<file path="src/rtl/ex_muldiv_seq_pkg.sv">
// Shared types and helpers for the RV32M multiply/divide sequencer.
package ex_muldiv_seq_pkg;

  localparam int XLEN_DEF = 32;

  typedef enum logic [2:0] {
    MD_MUL    = 3'b000,
    MD_MULH   = 3'b001,
    MD_MULHSU = 3'b010,
    MD_MULHU  = 3'b011,
    MD_DIV    = 3'b100,
    MD_DIVU   = 3'b101,
    MD_REM    = 3'b110,
    MD_REMU   = 3'b111
  } md_op_e;

  typedef enum logic [1:0] {
    MDS_IDLE = 2'b00,
    MDS_RUN  = 2'b01,
    MDS_DONE = 2'b10
  } mds_state_e;

  function automatic logic op_is_div(input md_op_e op);
    return (op == MD_DIV) || (op == MD_DIVU) || (op == MD_REM) || (op == MD_REMU);
  endfunction

  function automatic logic op_rs1_signed(input md_op_e op);
    return (op == MD_MULH) || (op == MD_MULHSU) || (op == MD_DIV) || (op == MD_REM);
  endfunction

  function automatic logic op_rs2_signed(input md_op_e op);
    return (op == MD_MULH) || (op == MD_DIV) || (op == MD_REM);
  endfunction

  function automatic logic op_is_rem(input md_op_e op);
    return (op == MD_REM) || (op == MD_REMU);
  endfunction

endpackage

</file>
<file path="src/rtl/muldiv_step.sv">
// One radix-2 iteration on unsigned magnitudes: shift-add multiply or
// restoring shift-subtract divide.
module muldiv_step #(
  parameter int XLEN = 32
) (
  input  logic            i_div,
  input  logic [XLEN-1:0] i_acc,
  input  logic [XLEN-1:0] i_quot,
  input  logic [XLEN-1:0] i_opnd,
  output logic [XLEN-1:0] o_acc,
  output logic [XLEN-1:0] o_quot
);

  logic [XLEN:0] w_sum;
  logic [XLEN:0] w_sh;
  logic [XLEN:0] w_diff;
  logic          w_ge;

  // Partial remainder stays below the divisor, so the shifted value is under
  // twice the divisor and bit XLEN of the difference is a clean borrow flag.
  always_comb begin
    w_sum  = {1'b0, i_acc} + (i_quot[0] ? {1'b0, i_opnd} : '0);
    w_sh   = {i_acc, i_quot[XLEN-1]};
    w_diff = w_sh - {1'b0, i_opnd};
    w_ge   = ~w_diff[XLEN];
    if (i_div) begin
      o_acc  = w_ge ? w_diff[XLEN-1:0] : w_sh[XLEN-1:0];
      o_quot = {i_quot[XLEN-2:0], w_ge};
    end else begin
      o_acc  = w_sum[XLEN:1];
      o_quot = {w_sum[0], i_quot[XLEN-1:1]};
    end
  end

endmodule

</file>
<file path="src/rtl/ex_muldiv_seq.sv">
// EX-stage sequencer for RV32M MUL/DIV/REM; stalls the front end while iterating.
//   IDLE | waiting for an op from E
//   RUN  | one radix-2 step per cycle, cnt counting down
//   DONE | result valid for one cycle, front end released
module ex_muldiv_seq
  import ex_muldiv_seq_pkg::*;
#(
  parameter int XLEN = XLEN_DEF
) (
  input  logic            clk_i,
  input  logic            rst_n_i,
  input  logic            E_start_i,
  input  logic [2:0]      E_funct3_i,
  input  logic [XLEN-1:0] E_src1_i,
  input  logic [XLEN-1:0] E_src2_i,
  input  logic            flush_i,
  output logic            stall_o,
  output logic            busy_o,
  output logic            done_o,
  output logic [XLEN-1:0] result_o
);

  localparam int              CNT_W   = $clog2(XLEN);
  localparam logic [XLEN-1:0] ONE     = XLEN'(1);
  localparam logic [XLEN-1:0] MIN_NEG = {1'b1, {(XLEN-1){1'b0}}};

  mds_state_e      r_state, w_state_nxt;
  logic [CNT_W-1:0] r_cnt;
  md_op_e          r_op;
  logic            r_neg;
  logic [XLEN-1:0] r_acc, r_quot, r_opnd;

  md_op_e          w_op_in;
  logic            w_s1_neg, w_s2_neg, w_neg_in;
  logic            w_div0, w_ovf, w_start_ok, w_run;
  logic [XLEN-1:0] w_mag1, w_mag2, w_step_acc, w_step_quot, w_res;

  assign w_op_in  = md_op_e'(E_funct3_i);
  assign w_s1_neg = op_rs1_signed(w_op_in) & E_src1_i[XLEN-1];
  assign w_s2_neg = op_rs2_signed(w_op_in) & E_src2_i[XLEN-1];
  assign w_mag1   = w_s1_neg ? (~E_src1_i + ONE) : E_src1_i;
  assign w_mag2   = w_s2_neg ? (~E_src2_i + ONE) : E_src2_i;
  assign w_div0   = op_is_div(w_op_in) & (E_src2_i == '0);
  assign w_ovf    = op_is_div(w_op_in) & op_rs1_signed(w_op_in)
                  & (E_src1_i == MIN_NEG) & (&E_src2_i);
  assign w_neg_in = (w_op_in == MD_MUL)  ? 1'b0 :
                    op_is_rem(w_op_in)   ? w_s1_neg : (w_s1_neg ^ w_s2_neg);

  muldiv_step #(.XLEN(XLEN)) u_step (
    .i_div  (op_is_div(r_op)),
    .i_acc  (r_acc),
    .i_quot (r_quot),
    .i_opnd (r_opnd),
    .o_acc  (w_step_acc),
    .o_quot (w_step_quot)
  );

  always_comb begin
    w_state_nxt = r_state;
    w_start_ok  = 1'b0;
    w_run       = 1'b0;
    stall_o     = 1'b0;
    done_o      = 1'b0;
    case (r_state)
      MDS_IDLE: if (E_start_i) begin
        stall_o     = 1'b1;
        w_start_ok  = 1'b1;
        w_state_nxt = (w_div0 | w_ovf) ? MDS_DONE : MDS_RUN;
      end
      MDS_RUN: begin
        stall_o = 1'b1;
        w_run   = 1'b1;
        if (r_cnt == '0) w_state_nxt = MDS_DONE;
      end
      MDS_DONE: begin
        done_o      = 1'b1;
        w_state_nxt = MDS_IDLE;
      end
      default: w_state_nxt = MDS_IDLE;
    endcase
    if (flush_i) begin
      stall_o     = 1'b0;
      done_o      = 1'b0;
      w_start_ok  = 1'b0;
      w_run       = 1'b0;
      w_state_nxt = MDS_IDLE;
    end
  end

  // Special cases preload the final values with r_neg=0 so DONE needs no extra path.
  always_ff @(posedge clk_i or negedge rst_n_i) begin
    if (!rst_n_i) begin
      r_state <= MDS_IDLE;
      r_cnt   <= '0;
      r_op    <= MD_MUL;
      r_neg   <= 1'b0;
      r_acc   <= '0;
      r_quot  <= '0;
      r_opnd  <= '0;
    end else begin
      r_state <= w_state_nxt;
      if (w_start_ok) begin
        r_op  <= w_op_in;
        r_cnt <= CNT_W'(XLEN-1);
        if (w_div0) begin
          r_neg <= 1'b0; r_quot <= '1;      r_acc <= E_src1_i; r_opnd <= '0;
        end else if (w_ovf) begin
          r_neg <= 1'b0; r_quot <= MIN_NEG; r_acc <= '0;       r_opnd <= '0;
        end else if (op_is_div(w_op_in)) begin
          r_neg <= w_neg_in; r_quot <= w_mag1; r_acc <= '0; r_opnd <= w_mag2;
        end else begin
          r_neg <= w_neg_in; r_quot <= w_mag2; r_acc <= '0; r_opnd <= w_mag1;
        end
      end else if (w_run) begin
        r_cnt  <= r_cnt - CNT_W'(1);
        r_acc  <= w_step_acc;
        r_quot <= w_step_quot;
      end
    end
  end

  // High word of a negated 2*XLEN product: invert, carry in only if low word is zero.
  always_comb begin
    w_res = '0;
    case (r_op)
      MD_MUL:                       w_res = r_quot;
      MD_MULH, MD_MULHSU, MD_MULHU: w_res = r_neg ? (~r_acc + ((r_quot == '0) ? ONE : '0)) : r_acc;
      MD_DIV, MD_DIVU:              w_res = r_neg ? (~r_quot + ONE) : r_quot;
      default:                      w_res = r_neg ? (~r_acc + ONE) : r_acc;
    endcase
  end

  assign busy_o   = (r_state != MDS_IDLE);
  assign result_o = done_o ? w_res : '0;

endmodule

</file>
<file path="config.mk">
export PLATFORM = sky130hd
export DESIGN_NAME = ex_muldiv_seq
export DESIGN_NICKNAME = d
export VERILOG_FILES = /design/src/rtl/ex_muldiv_seq_pkg.sv /design/src/rtl/muldiv_step.sv /design/src/rtl/ex_muldiv_seq.sv
export SDC_FILE = /design/constraint.sdc
export NUM_CORES = 1
export LEC_CHECK = 0
export CAP_MARGIN = 20
export CORE_MARGIN = 2
export CORE_UTILIZATION = 51
export CTS_BUF_LIST = sky130_fd_sc_hd__clkbuf_4 sky130_fd_sc_hd__clkbuf_8 sky130_fd_sc_hd__clkbuf_16
export CTS_CLUSTER_DIAMETER = 120
export DETAILED_ROUTE_END_ITERATION = 7
export GPL_TIMING_DRIVEN = 0
export PLACE_DENSITY = 0.71
export SYNTH_ARGS = -nofsm -noshare
export SYNTH_HDL_FRONTEND = slang
export SYNTH_SLANG_ARGS = --single-unit
</file>
<file path="constraint.sdc">
create_clock -name clk_i -period 10.8 [get_ports clk_i]
set_clock_uncertainty 0.15 [all_clocks]
set_input_delay 1.08 -clock clk_i [delete_from_list [all_inputs] [get_ports clk_i]]
set_output_delay 1.08 -clock clk_i [all_outputs]
set_load 0.05 [all_outputs]
</file>
==> results of run 1 <==
power by group:
part	leakage [nW]	switching [mW]	internal (mW)	total (mW)
clock network	0.139	0.182	0.165	0.346
logic	4.90	1.98	1.13	3.11
registers	1.29	0.187	0.532	0.720
state kept, by name, summed over array words and instances, names as in the netlist:
register	count
r_acc	32
r_cnt	5
r_neg	1
r_op	3
r_opnd	32
r_quot	32
r_state	2
cells in the mapped netlist, drive strengths merged (5+ instances only):
master	number	area share [%]
xor2	105	6.7
and2	12	0.56
a21oi	188	6.9
or4	19	1.1
o211ai	15	0.82
xnor2	82	5.2
ha	73	6.6
mux2i	60	4.4
or2	10	0.45
o21ai	188	6.8
a211oi	29	1.6
nor2	188	5.1
o41ai	13	0.83
nand3	35	1.3
nand4	17	0.77
nand2b	14	0.64
or3	18	0.82
buf	21	0.86
a21o	30	1.6
dfrtp	107	19
a22oi	6	0.33
nand2	205	5.6
a22o	10	0.64
o221ai	9	0.57
nor3	46	1.8
o31ai	33	1.8
inv	69	1.9
and3	8	0.36
nor4	19	0.97
clkbuf	119	3.3
mux2	10	0.82
a31oi	12	0.55
o21a	9	0.49
o21bai	5	0.27
a221oi	29	1.8
o22ai	44	2.0
metal layers:
| metal | wire length [um] | global-route usage [%] | share of wire (%) |
|---|---|---|---|
| met1 | 23800 | 55.8 | 39 |
| met2 | 26200 | 65.1 | 43 |
| met3 | 7040 | 8.02 | 12 |
| met4 | 3840 | 22.7 | 6.3 |
| met5 | 0 | 0 | 0 |
cells by family after synthesis:
group,after synthesis,share of synthesized area (%)
and+or+nand+nor,611,20.7
xor gates and xnor gates,187,11.9
adders and majority gates,75,6.93
buffers and inverters,211,6.10
AOI/OAI and AO/OA,660,29.8
muxes,70,5.18
DFF,107,19.5
layout make-up:
cell class / count / area [um2] / area share, %
well taps: 341 / 427 / 2.74
clock buffers: 10 / 233 / 1.50
repair buffers: 106 / 1070 / 6.88
multi-input cells: 1603 / 10200 / 65.9
clock inverters: 6 / 53.8 / 0.346
inverters: 70 / 263 / 1.69
flip-flops and latches: 107 / 2680 / 17.2
plain buffers: 141 / 577 / 3.71
how the worst max path moves through the flow:
stage                        end  slack (ps)  cells after the start       from
floorplan            result_o[0]        4760                      9  r_quot[7]
global placement    result_o[31]        3960                     17  r_quot[0]
detailed placement  result_o[31]        3930                     17  r_quot[0]
CTS                 result_o[31]        3550                     16  r_quot[7]
global route        result_o[16]        3170                     16  r_quot[0]
finish              result_o[31]        3400                     17  r_quot[0]
==> reports/results.ini, run 1 <==
[run_status]
status=finished, violations left
violations=DRC

[critical_path]
reg2reg_from=r_quot[31]
cp-end-kind=output pin
path_class=reg2out
max_stage_delay_ps=830
cp.required_ps=9570
r2r_setup_slack_ps=5460
cp_data_arrival_time_ps=6170
cp-start-kind=register
crit_fanout=10
worstReg2RegEnd=r_acc[4]
cp_top_family=simple AND/OR/NAND/NOR gates
crit_slowest_cell=clkdlybuf4s50_1
worstRegToRegCells=14
crit_buf_inv=3
crit_path_cell_trace=inv_1 -> buf_1 -> ha_1 -> nand2_1 -> nor2_1 -> nand4_1 -> nor4_1 -> ha_1 -> nand2b_1 -> or2_2 -> o31ai_1 -> nand2_1 -> xnor2_1 -> o21ai_0 -> o211ai_1 -> a21oi_1 -> clkdlybuf4s50_1

[sta]
report.final.hold_viol_count=0
worst_pin_slew_ps=1160
hold_slack_ps=376
min_period_over_period_pct=68.6
rsz0062_at_grt=false
slew_headroom_pct=22.0
fmax_mhz=135
tns_ps=0
finalSetupViolations=0
setup_ws_ps=3400
min_period_ps=7400
slew_violations=0

[floorplanning]
initial_core_util_pct=51.5
die-width_um=168
die_area_mm2=0.0283
io_pins=106
design.core.area_mm2=0.0267
rows=60
die_y_um=168

[cts]
cts_setup_buffers=0
path_clk_slew_ps=90
cts_buffers=9
ctsHoldBuffers=0
clk_latency_ps=370
cts_resized=0
h-tree-depth=3
clockBufferDepth=2
cts_num_sinks=107
cts_tree=built
cts-root-buf=clkbuf_16

[pwr]
ir_drop_mv=0.170
p_leak_nw=6.33
finalPower_mw=4.17
powerDensity_mw_per_mm2=268

[grt]
grt_pass1_wl_um=90400
grt_antenna_before_repair=0
grt_max_degree=61
grt_usage_pct=42.1
grt_pass1_vias=14811
grt-ovfl-total=0

[logic_synthesis]
synth_area_mm2=0.0138
synth_edf_count=0
async_flop_share_pct=100
syn_inst=1921
synth.avg_cell_area_um2=7.17
yosysSeqAreaShare_pct=19.5
ys_ff_latch=107
synth_flop_cell=dfrtp_1
yosysUniqueCellTypes=82
ys_warn_count=0
synth_nets=2067

[place]
port_buffers=103
hpwl_um=48600
place_ws_ps=3930
dp.cells=2366
place.gp.congestion=1.04
place_area_mm2=0.0153

[layout]
area_growth_pct=13.0
fin_nets=2184
final_cell_mix=nand2_1, nor2_1, a21oi_1
final_common_cell=nand2_1
fin_util_pct=58.2
fin_area_mm2=0.0155
fillCellCount=2708
final_cells=2384
drive_above_1_share_pct=3.33
n_antenna_cell=0

[routing]
drc=1
drt_first_iter_violations=2213
route.vias.total=16084
drtPass1Iterations=8
viasPerCell=6.75
wl_per_cell_um=25.5
wirelength_um=60900
detail-route-antenna-nets=0

[hold_path]
hold_path_class=reg2reg
holdPathEnd=r_opnd[26]
min-delay-start=r_opnd[26]
hold_depth=1

[run]
drv_cap=0

Power figures use the tool's default switching activity.
==> run 2, diff against run 1 <==
- PLACE_DENSITY: 0.71 -> 0.74
- clock period: 10.8 -> 6.6 ns (I/O delays scaled with it)
==> run 2 against run 1 <==
  * The run still ends with DRC left
  * Clock-buffer cell count is the same
  * Clock power grew 73%
  * Final area grew 0.33%
  * Die area is the same
  * Sequential share of layout area shrank 0.057 points
  * Routed wire length grew 2.3%
  * Total power grew 66%
  * Critical path depth shrank 2
  * Core utilization grew 0.19 points
  * Via count grew 0.71%
  * Critical endpoint is now result_o[17]
==> reports/results.ini, run 2 (synthesis results as in run 1) <==
[grt]
grt_pass1_vias=15073
met3_usage_pct=9.71
grt_max_degree=59
grt_pass1_wl_um=92200
grt-ovfl-total=0
grt_usage_pct=42.9
top_usage_layer=met2
use_met2_pct=65.0
grt_util_met1_pct=55.9
grt_antenna_before_repair=2

[critical_path]
path_class=reg2out
cp_data_arrival_time_ps=5550
worstReg2RegEnd=r_acc[4]
crit_fanout=8
cp-end-kind=output pin
reg2reg_from=r_quot[31]
cp-start-kind=register
crit_slowest_cell=clkdlybuf4s50_1
r2r_setup_slack_ps=1610
crit_path_cell_trace=clkbuf_1 -> or4_1 -> or4_1 -> nor2_1 -> nand4_1 -> nor4_2 -> ha_1 -> nand2_1 -> o21ai_1 -> nand3_1 -> xnor2_1 -> nor2_1 -> a211oi_1 -> nor3_1 -> clkdlybuf4s50_1
max_stage_delay_ps=860
cp.required_ps=5790
worstRegToRegCells=14

[place]
place.gp.congestion=1.04
place_area_mm2=0.0152
dp.cells=2366
port_buffers=103
hpwl_um=49700

[sta]
worst_pin_slew_ps=1100
fmax_mhz=157
rsz0062_at_grt=false
min_period_over_period_pct=96.4
slew_violations=0
min_period_ps=6360
finalSetupViolations=0
slew_headroom_pct=25.4
hold_slack_ps=154
tns_ps=0
report.final.hold_viol_count=0

[routing]
drt_first_iter_violations=1929
drc=2
viasPerCell=6.80
route.vias.total=16199
wirelength_um=62300
detail-route-antenna-nets=0
drtPass1Iterations=8
wl_per_cell_um=26.1

[cts]
ctsHoldBuffers=0
cts_buffers=9
cts-root-buf=clkbuf_16
h-tree-depth=3
cts_resized=4
path_clk_slew_ps=80
clk_latency_ps=370
cts_setup_buffers=0
clockBufferDepth=2
cts_num_sinks=107
cts_tree=built

[run_status]
violations=DRC
status=finished, violations left

[layout]
drive_above_1_share_pct=3.53
final_cell_mix=nand2_1, nor2_1, a21oi_1
n_antenna_cell=0
fin_area_mm2=0.0156
reg.largest.list=r_acc x32, r_opnd x32, r_quot x32
final_cells=2382
final_common_cell=nand2_1
fin_nets=2182
area_growth_pct=13.3

[hold_path]
hold_path_class=in2async

[pwr]
swShare_pct=56.1
combPwrFrac_pct=74.1
powerDensity_mw_per_mm2=443
ir_drop_mv=0.307
p_seq_share_pct=17.3
p_leak_nw=6.51
clockPowerShare_pct=8.6
internal-power_mw=3.04
switchingPower_mw=3.88

[floorplanning]
die_y_um=168
rows=60
die-width_um=168
initial_core_util_pct=51.5
die_area_mm2=0.0283
io_pins=106
design.core.area_mm2=0.0267

[run]
drv_cap=0

==> run 2: worst max-delay path, delay by kind of cell (launching register included) <==
family | cells | cell delay (ps)
and+or+nand+nor | 9 | 2690
DFF | 1 | 360
AOI/OAI and AO/OA | 2 | 550
adders and majority gates | 1 | 260
xor gates and xnor gates | 1 | 220
buffers and inverters | 2 | 1110
==> run 2: power groups by stage <==
| stage | clock (mW) | sequential, mW | combinational [mW] |
|---|---|---|---|
| after detailed placement | 0 | 1.18 | 4.91 |
| after global routing | 0.615 | 1.20 | 5.49 |
| after floorplan | 0 | 1.05 | 3.58 |
| after CTS | 0.588 | 1.17 | 4.94 |
| final | 0.597 | 1.20 | 5.12 |
| after global placement | 0 | 1.17 | 4.85 |
==> run 2: layout make-up <==
cell class / count / area (um2)
clock inverter: 6 / 72.6
timing repair buffer: 105 / 1080
tap: 341 / 427
fill: 2622 / 11100
sequential: 107 / 2680
buffer: 140 / 573
clock buffer: 10 / 239
inverter: 70 / 263
multi-input combinational: 1603 / 10300
==> run 2: worst max-delay path by stage <==
stage / start / to / depth (start not counted) / slack, ps
global placement: r_quot[0] / result_o[31] / 17 / 120
global route: r_quot[7] / result_o[16] / 15 / 40
floorplan: r_quot[7] / result_o[0] / 9 / 980
detailed placement: r_quot[0] / result_o[31] / 17 / 100
finish: r_quot[7] / result_o[17] / 15 / 240
CTS: r_quot[7] / result_o[25] / 15 / 100
==> run 2: metrics by stage <==
step / setup slack (ps) / total power, mW / utilization, %
floorplan: 984 / 4.63 / -
global placement: 117 / 6.02 / 57.0
detailed placement: 98.2 / 6.09 / 57.1
CTS: 100 / 6.69 / 58.2
global route: 35.8 / 7.31 / 58.4
finish: 239 / 6.91 / 58.4
==> run 2: layer usage <==
layer  wire length [um]  up-vias  part of all wire (%)
met5                  0        -                     0
met4               4240        0                   6.8
met3               7250      202                    12
met2              26500     1078                    43
met1              24200     7680                    39
li1                   -     7239                     -
